`src/rtl/rp_pio_pkg.sv`:
```
// Shared PIO request/completion encodings and the exception register bit map.
package rp_pio_pkg;

    typedef enum logic [1:0] {
        REQ_CFG = 2'd0,
        REQ_IO  = 2'd1,
        REQ_MEM = 2'd2
    } req_type_e;

    typedef enum logic [2:0] {
        CPL_SC  = 3'b000,
        CPL_UR  = 3'b001,
        CPL_CRS = 3'b010,
        CPL_CA  = 3'b100
    } cpl_status_e;

    localparam int EXC_CFG_UR  = 0;
    localparam int EXC_CFG_CA  = 1;
    localparam int EXC_CFG_CTO = 2;
    localparam int EXC_IO_UR   = 8;
    localparam int EXC_IO_CA   = 9;
    localparam int EXC_IO_CTO  = 10;
    localparam int EXC_MEM_UR  = 16;
    localparam int EXC_MEM_CA  = 17;
    localparam int EXC_MEM_CTO = 18;

    // Offsets of UR/CA/CTO within one request type's byte lane
    localparam int EXC_UR_OFS  = 0;
    localparam int EXC_CA_OFS  = 1;
    localparam int EXC_CTO_OFS = 2;

    function automatic logic [31:0] exc_bit(input logic [1:0] t, input int ofs);
        int base;
        base = (t == REQ_IO)  ? EXC_IO_UR  :
               (t == REQ_MEM) ? EXC_MEM_UR : EXC_CFG_UR;
        return 32'd1 << (base + ofs);
    endfunction

endpackage

```
`src/rtl/rp_pio_tag_slot.sv`:
```
// One tracked tag: FREE/PENDING flag, latched request type and completion timer.
module rp_pio_tag_slot #(
    parameter int CTO_CYCLES = 1024
) (
    input  logic       clk,
    input  logic       rst_n,
    input  logic       i_alloc,
    input  logic [1:0] i_type,
    input  logic       i_cpl,
    output logic       o_pending,
    output logic [1:0] o_type,
    output logic       o_timeout
);
    import rp_pio_pkg::*;

    localparam int TW = $clog2(CTO_CYCLES);

    logic          r_pending;
    logic [1:0]    r_type;
    logic [TW-1:0] r_timer;

    assign o_pending = r_pending;
    assign o_type    = r_type;
    assign o_timeout = r_pending && (r_timer == TW'(CTO_CYCLES - 1));

    always_ff @(posedge clk or negedge rst_n) begin
        if (!rst_n) begin
            r_pending <= 1'b0;
            r_type    <= 2'd0;
            r_timer   <= '0;
        end else if (r_pending) begin
            // A completion and a timeout both just release the slot here;
            // which one gets reported is decided by the top.
            if (i_cpl || o_timeout) begin
                r_pending <= 1'b0;
                r_timer   <= '0;
            end else begin
                r_timer <= r_timer + 1'b1;
            end
        end else if (i_alloc) begin
            r_pending <= 1'b1;
            r_type    <= i_type;
            r_timer   <= '0;
        end
    end

endmodule

```
`src/rtl/rp_pio_cpl_tracker.sv`:
```
// Root-port PIO completion tracker: tag allocation, completion matching and timeout reporting.
module rp_pio_cpl_tracker #(
    parameter int NUM_TAGS   = 4,
    parameter int CTO_CYCLES = 1024
) (
    input  logic                        clk,
    input  logic                        rst_n,
    input  logic                        req_valid,
    input  logic [1:0]                  req_type,
    output logic                        req_ready,
    output logic [$clog2(NUM_TAGS)-1:0] req_tag,
    input  logic                        cpl_valid,
    input  logic [$clog2(NUM_TAGS)-1:0] cpl_tag,
    input  logic [2:0]                  cpl_status,
    output logic [31:0]                 exc_set,
    output logic                        unexp_cpl,
    output logic [$clog2(NUM_TAGS):0]   outstanding
);
    import rp_pio_pkg::*;

    localparam int TAGW = $clog2(NUM_TAGS);
    localparam int CNTW = TAGW + 1;

    logic [NUM_TAGS-1:0]      w_pending;
    logic [NUM_TAGS-1:0][1:0] w_type;
    logic [NUM_TAGS-1:0]      w_timeout;
    logic [NUM_TAGS-1:0]      w_alloc;
    logic [NUM_TAGS-1:0]      w_cpl_hit;
    logic [TAGW-1:0]          w_free_tag;
    logic                     w_any_free;
    logic                     w_alloc_ok;
    logic [31:0]              w_exc_nxt;
    logic                     w_unexp_nxt;
    logic [CNTW-1:0]          w_count;
    logic [31:0]              r_exc_set;
    logic                     r_unexp_cpl;

    // Priority pick of the lowest FREE tag from registered state only
    always_comb begin
        w_free_tag = '0;
        w_any_free = 1'b0;
        for (int i = NUM_TAGS - 1; i >= 0; i--) begin
            if (!w_pending[i]) begin
                w_free_tag = TAGW'(i);
                w_any_free = 1'b1;
            end
        end
    end

    assign req_ready  = w_any_free;
    assign req_tag    = w_free_tag;
    assign w_alloc_ok = req_valid && w_any_free && (req_type != 2'd3);

    for (genvar g = 0; g < NUM_TAGS; g++) begin : g_slot
        assign w_alloc[g]   = w_alloc_ok && (w_free_tag == TAGW'(g));
        assign w_cpl_hit[g] = cpl_valid && (cpl_tag == TAGW'(g));

        rp_pio_tag_slot #(.CTO_CYCLES(CTO_CYCLES)) u_slot (
            .clk       (clk),
            .rst_n     (rst_n),
            .i_alloc   (w_alloc[g]),
            .i_type    (req_type),
            .i_cpl     (w_cpl_hit[g]),
            .o_pending (w_pending[g]),
            .o_type    (w_type[g]),
            .o_timeout (w_timeout[g])
        );
    end

    always_comb begin
        w_exc_nxt = '0;
        w_count   = '0;
        for (int i = 0; i < NUM_TAGS; i++) begin
            w_count = w_count + CNTW'(w_pending[i]);
            if (w_pending[i]) begin
                if (w_cpl_hit[i]) begin
                    case (cpl_status)
                        CPL_SC:  ;
                        CPL_CA:  w_exc_nxt = w_exc_nxt | exc_bit(w_type[i], EXC_CA_OFS);
                        default: w_exc_nxt = w_exc_nxt | exc_bit(w_type[i], EXC_UR_OFS);
                    endcase
                end else if (w_timeout[i]) begin
                    w_exc_nxt = w_exc_nxt | exc_bit(w_type[i], EXC_CTO_OFS);
                end
            end
        end
    end

    assign w_unexp_nxt = cpl_valid && !w_pending[cpl_tag];

    always_ff @(posedge clk or negedge rst_n) begin
        if (!rst_n) begin
            r_exc_set   <= '0;
            r_unexp_cpl <= 1'b0;
        end else begin
            r_exc_set   <= w_exc_nxt;
            r_unexp_cpl <= w_unexp_nxt;
        end
    end

    assign exc_set     = r_exc_set;
    assign unexp_cpl   = r_unexp_cpl;
    assign outstanding = w_count;

endmodule

```
`config.mk`:
```
export PLATFORM = sky130hd
export DESIGN_NAME = rp_pio_cpl_tracker
export DESIGN_NICKNAME = d
export VERILOG_FILES = /design/src/rtl/rp_pio_pkg.sv /design/src/rtl/rp_pio_tag_slot.sv /design/src/rtl/rp_pio_cpl_tracker.sv
export SDC_FILE = /design/constraint.sdc
export NUM_CORES = 1
export LEC_CHECK = 0
export CORE_MARGIN = 5
export CORE_UTILIZATION = 50
export CTS_CLUSTER_DIAMETER = 30
export DETAILED_ROUTE_END_ITERATION = 12
export PLACE_DENSITY = 0.85
export SYNTH_ARGS = -nofsm -noshare
export SYNTH_HDL_FRONTEND = slang
export SYNTH_SLANG_ARGS = --single-unit
```
`constraint.sdc`:
```
create_clock -name clk -period 1.8 [get_ports clk]
set_input_delay 0.27 -clock clk [delete_from_list [all_inputs] [get_ports clk]]
set_output_delay 0.27 -clock clk [all_outputs]
set_load 0.005 [all_outputs]
```
==> reports/metrics.csv, run 1 <==
metric,value,unit
status,finished with violations,
violations,negative setup slack,
grt_setup_unrepaired,true,
power_density_cells,1250,nW/um2
routed_wire_length_per_instance,15.6,um
critical-path-max-stage-delay,550,ps
final-max-slew-violation-count,0,
grt_first_pass_wirelength,15.4,mm
core_area,7610,um2
syn_area,3840,um2
cts_root_buf,sky130_fd_sc_hd__clkbuf_8,
synth_top_area_frac,0.424,
yosys-top-cells-area,"sky130_fd_sc_hd__dfrtp_1 42%, sky130_fd_sc_hd__ha_1 5.2%, sky130_fd_sc_hd__buf_4 3.9%",
ctsHtreeMaxLevel,3,
max_freq,471,MHz
grt_usage,0.197,
cts.clk_slew.worst_paths,80,ps
worst_ep_required_time,1530,ps
dp_hpwl,6.68,mm
leakage,0.00218,uW
synthCells,408,
endpoint,outstanding[1],
syn_avg_cell_area,9.41,um2
pin_count,50,
min_path_type,in2async,
drt_drc_violations_left,0,
insertedDiodeCount,0,
starting_utilization_of_the_core_area,0.505,
antenna_found_initial,0,
r2r-end,exc_set[24]$_DFF_PN0_,
cts_tree,done,
setup_viol,3,
synth_flop_cell,sky130_fd_sc_hd__dfrtp_1,
layout-drive-gt1-share,0.204,
synthDominantAreaCellType,sky130_fd_sc_hd__dfrtp_1,
final_util,0.621,
number_of_nets_with_antenna_violations_after_detailed_routing,0,
clock_insertion_delay_worst_skew,360,ps
post_drt_via_cell_ratio,5.85,
crit_path_max_fanout,2,
worst_slack,-325,ps
holdWs,443,ps
cap_viol_max_count,0,
synth_edf_count,0,
final.period_utilization,1.18,
min_period,2130,ps
crit_end_category,output pin,
die_w,97.6,um
worst-r2r-cell-count,6,
grt_remaining_overflow,0,
finalClockSkew,12.8,ps
rrSetupSlack,110,ps
final_net_count,508,
yosysUniqueCellTypes,59,
violation_count_after_the_first_detailed_route_iteration,147,
areaGrowthSynthToFinish,23.0,%
post-place-ws,-379,ps
worstPathCellList,inv_2 -> fa_1 -> inv_2 -> ha_4 -> ha_4 -> buf_6,
placement_rows,32,
timing.critical_path.from_type,register,
cts-root-to-sink-buffers,2,
ys_seq_elements,65,
maximum_number_of_pins_on_one_net_before_global_route_repair,66,
synth.most_common_cell,sky130_fd_sc_hd__dfrtp_1,
detail_route.first_pass.iterations,7,
crit_start,g_slot[0].u_slot.o_pending$_DFF_PN0_,
peakVddDrop,0.551,mV
synth_commonest_cells,"65 x sky130_fd_sc_hd__dfrtp_1, 31 x sky130_fd_sc_hd__nand2_1, 29 x sky130_fd_sc_hd__inv_1",
die_height,97.6,um
report.final.hold_viol_count,0,
cts_made_buffers,9,
gpl.final_weighted_congestion,0.840,
number_of_port_buffers,29,
synth_seq_area_share,0.424,
total_power,5910,uW
cp.arrival,1860,ps
synthesis.yosys.warnings,0,
dr_total_vias,3436,
cts.sink_count,65,
critical-path-slowest-cell,sky130_fd_sc_hd__fa_1,
worstSetupPathType,reg2out,
first_global_vias,3493,
wirelength,9.16,mm
die_area,9530,um2
synth_async_sr_flop_share,1.00,
reg2reg_from,g_slot[0].u_slot.o_type[0]$_DFFE_PN0P_,
## power by group
group	internal [uW]	switching (uW)
Combinational	1320	1430
Clock	538	595
Sequential	1750	278
Total	3610	2300
## per-layer routing
layer / up-vias / share of wire / track usage
li1: 1601 / - / -
met1: 1670 / 0.40 / 0.228
met2: 131 / 0.51 / 0.341
met3: 34 / 0.061 / 0.0445
met4: 0 / 0.027 / 0.0990
met5: - / 0 / 0
## repair_timing
item / 4_1_cts / 5_1_grt
gates resized for setup: 26 / 9
endpoints found under the hold margin: 65 / 0
endpoints found under the setup margin: 7 / 23
setup buffers: 2 / 3
hold buffers: 1 / 0
pin swaps: 2 / 2
## cells in the final DEF (no fill, tap or decap), types with 9 or more instances in the layout
master | synthesis | final
sky130_fd_sc_hd__conb_1 | 1 | 20
sky130_fd_sc_hd__clkbuf_8 | 0 | 10
sky130_fd_sc_hd__nor3_1 | 19 | 19
sky130_fd_sc_hd__and3_1 | 10 | 9
sky130_fd_sc_hd__a31oi_1 | 11 | 11
sky130_fd_sc_hd__dfrtp_1 | 65 | 65
sky130_fd_sc_hd__nand2_1 | 31 | 30
sky130_fd_sc_hd__nand3_1 | 19 | 18
sky130_fd_sc_hd__o21ai_0 | 20 | 20
sky130_fd_sc_hd__nand4_1 | 19 | 19
sky130_fd_sc_hd__ha_1 | 16 | 14
sky130_fd_sc_hd__nor2_1 | 20 | 20
sky130_fd_sc_hd__buf_4 | 20 | 46
sky130_fd_sc_hd__inv_1 | 29 | 26
sky130_fd_sc_hd__clkdlybuf4s50_1 | 0 | 22
sky130_fd_sc_hd__nor4_1 | 9 | 9
## worst min path at each step
stage / to / slack [ps] / cells past startpoint
floorplan: exc_set[0]$_DFF_PN0_ / -30 / 0
global placement: g_slot[0].u_slot.r_timer[4]$_DFFE_PN0P_ / 310 / 2
detailed placement: g_slot[0].u_slot.r_timer[4]$_DFFE_PN0P_ / 310 / 2
CTS: g_slot[0].u_slot.r_timer[4]$_DFFE_PN0P_ / 470 / 3
global route: g_slot[0].u_slot.r_timer[4]$_DFFE_PN0P_ / 500 / 3
finish: g_slot[0].u_slot.r_timer[4]$_DFFE_PN0P_ / 440 / 3
## state kept, by name (all words and copies together) (netlist names)
| name | cells |
|---|---|
| g_slot.u_slot.r_timer | 40 |
| exc_set | 12 |
| g_slot.u_slot.o_type | 8 |
| g_slot.u_slot.o_pending | 4 |
| unexp_cpl | 1 |
## cell type report
class                           instances  area [um2]
Clock buffer                           10         138
Clock inverter                          6        43.8
Fill cell                             617        2890
Inverter                               29         109
Multi-Input combinational cell        296        1980
Sequential cell                        65        1630
Tap cell                              102         128
Timing Repair Buffer                   79         698
## worst max-delay path: cells and delay by family, from the launching register on
family	cells	cell delay [ps]
fa+ha+maj	3	930
buf+inv	3	210
flops	1	360
## kinds of logic (layout without fill, tap and decap cells)
kind of cell / Yosys count / in the layout / share of synthesized area
other cells: 1 / 20 / 0.000977
xor+xnor: 2 / 2 / 0.00456
buf+inv: 66 / 124 / 0.0929
simple gates: 159 / 159 / 0.222
mux: 13 / 13 / 0.0394
compound gates: 85 / 85 / 0.159
flops: 65 / 65 / 0.424
fa+ha+maj: 17 / 17 / 0.0574
## per-stage QoR
step,instance area [um2],cells,TNS [ps]
after detailed placement,4440,565,-6660
final,4720,587,-740
after global routing,4720,587,-912
after floorplan,3920,427,0
after CTS,4680,584,-783
after global placement,4440,565,-5080
Note: power is estimated with default switching activity, not from simulation.
==> inputs of run 2 (changes only) <==
Settings changed: CORE_ASPECT_RATIO set to 1.4, CORE_UTILIZATION 50 to 40, PLACE_DENSITY 0.85 to 0.72.
==> run 2 against run 1 <==
Cell area increased by 1.9%. Critical path depth did not move. Critical path type unchanged. Register-to-register slack got worse by 30 ps. Die area rose by 23%. Via count fell by 2.6%. Setup slack better by 51 ps. First-iteration DRC count rose by 82%. The run still ends with negative setup slack left. Highest routed layer unchanged. Power increased by 6.0%.
==> reports/metrics.csv, run 2 (synthesis gave the netlist of run 1 again) <==
metric,value,unit
finalClockSkew,5.67,ps
power_density_cells,1300,nW/um2
worst_ep_required_time,1530,ps
setup_viol,3,
grt_setup_unrepaired,true,
dp_hpwl,6.90,mm
report.final.hold_viol_count,0,
instances_no_fill,596,
ctsHtreeMaxLevel,3,
reg2reg_from,g_slot[3].u_slot.r_timer[0]$_DFFE_PN0P_,
maximum_number_of_pins_on_one_net_before_global_route_repair,66,
worst-r2r-cell-count,5,
crit_start,g_slot[0].u_slot.o_pending$_DFF_PN0_,
grt_first_pass_wirelength,14.9,mm
timing.critical_path.from_type,register,
largest_reg_flops,40,
cts_made_buffers,9,
drt_drc_violations_left,0,
r2r-end,g_slot[3].u_slot.r_timer[9]$_DFFE_PN0P_,
grt_remaining_overflow,0,
total_power,6270,uW
placement_rows,42,
leakage,0.00223,uW
dr_total_vias,3348,
wirelength,9.08,mm
worstSetupPathType,reg2out,
clock_insertion_delay_worst_skew,330,ps
areaGrowthSynthToFinish,25.4,%
crit_end_category,output pin,
die_area,11700,um2
registers.top_by_ff_count,g_slot.u_slot.r_timer,
layout.cells.most_common,sky130_fd_sc_hd__dfrtp_1,
final-max-slew-violation-count,0,
number_of_nets_with_antenna_violations_after_detailed_routing,0,
cts-root-to-sink-buffers,2,
cap_viol_max_count,0,
min_period,2070,ps
first_global_vias,3201,
final.period_utilization,1.15,
place_inst,573,
die_height,126,um
die_w,92.8,um
pin_count,50,
peakVddDrop,0.499,mV
max_freq,482,MHz
post_drt_via_cell_ratio,5.62,
violations,negative setup slack,
endpoint,outstanding[1],
insertedDiodeCount,0,
layout-drive-gt1-share,0.195,
cts.sink_count,65,
detail_route.first_pass.iterations,4,
antenna_found_initial,0,
cts_tree,done,
cts.clk_slew.worst_paths,50,ps
final_net_count,511,
core_area,9410,um2
holdWs,489,ps
rrSetupSlack,80,ps
worst_slack,-274,ps
starting_utilization_of_the_core_area,0.408,
most-common-layout-cells,"65 x sky130_fd_sc_hd__dfrtp_1, 50 x sky130_fd_sc_hd__buf_4, 31 x sky130_fd_sc_hd__nand2_1",
grt_usage,0.158,
final_util,0.512,
status,finished with violations,
cts_root_buf,sky130_fd_sc_hd__clkbuf_16,
crit_path_max_fanout,2,
violation_count_after_the_first_detailed_route_iteration,267,
min_path_type,reg2reg,
gpl.final_weighted_congestion,0.900,
cp.arrival,1800,ps
routed_wire_length_per_instance,15.2,um
number_of_port_buffers,29,
run 2: cell count changes in the layout (fill, tap and decap cells not counted), moves of 3 or more:
cell / change
sky130_fd_sc_hd__clkbuf_8: -8
sky130_fd_sc_hd__clkinv_4: -3
sky130_fd_sc_hd__clkbuf_16: +9
sky130_fd_sc_hd__buf_4: +4
sky130_fd_sc_hd__clkbuf_1: +3
run 2: what timing repair did:
action,in CTS,in global routing
setup endpoints to repair,6,13
gates resized for setup,27,5
hold buffers,1,0
pin swaps,3,2
setup buffers,1,7
hold endpoints to repair,65,0
run 2: worst min path at each step:
stage | from | to | slack (ps) | cells past startpoint
final | g_slot[2].u_slot.r_timer[6]$_DFFE_PN0P_ | g_slot[2].u_slot.r_timer[6]$_DFFE_PN0P_ | 490 | 1
after global routing | g_slot[1].u_slot.r_timer[9]$_DFFE_PN0P_ | g_slot[1].u_slot.r_timer[9]$_DFFE_PN0P_ | 520 | 1
after global placement | rst_n | g_slot[3].u_slot.r_timer[6]$_DFFE_PN0P_ | 310 | 2
after CTS | g_slot[2].u_slot.r_timer[6]$_DFFE_PN0P_ | g_slot[2].u_slot.r_timer[6]$_DFFE_PN0P_ | 490 | 1
after detailed placement | rst_n | g_slot[3].u_slot.r_timer[5]$_DFFE_PN0P_ | 310 | 2
after floorplan | rst_n | exc_set[0]$_DFF_PN0_ | -30 | 0
run 2: final cells by class:
class	count	area (um2)
Timing Repair Buffer	82	702
Sequential cell	65	1630
Inverter	29	109
Clock buffer	14	264
Tap cell	110	138
Multi-Input combinational cell	296	1970
Fill cell	851	4590
run 2: power breakdown:
group,switching [uW],internal [uW]
registers,264,1760
logic,1390,1310
clock network,562,991
run 2: metal layers:
metal / track usage / wire length [um]
met1: 0.182 / 3630
met2: 0.282 / 4910
met3: 0.0286 / 337
met4: 0.0682 / 203
met5: 0 / 0
run 2: critical path: stages (launching register included):
cell	delay, ps
sky130_fd_sc_hd__dfrtp_1	350
sky130_fd_sc_hd__inv_2	50
sky130_fd_sc_hd__fa_1	540
sky130_fd_sc_hd__inv_2	40
sky130_fd_sc_hd__ha_4	150
sky130_fd_sc_hd__ha_4	230
sky130_fd_sc_hd__buf_6	110
run 2: through the flow:
step	area [um2]	TNS [ps]	setup WS [ps]
finish	4810	-589	-274
global route	4810	-726	-319
CTS	4750	-615	-283
global placement	4430	-4400	-352
detailed placement	4430	-5590	-354
floorplan	3920	0	2.94
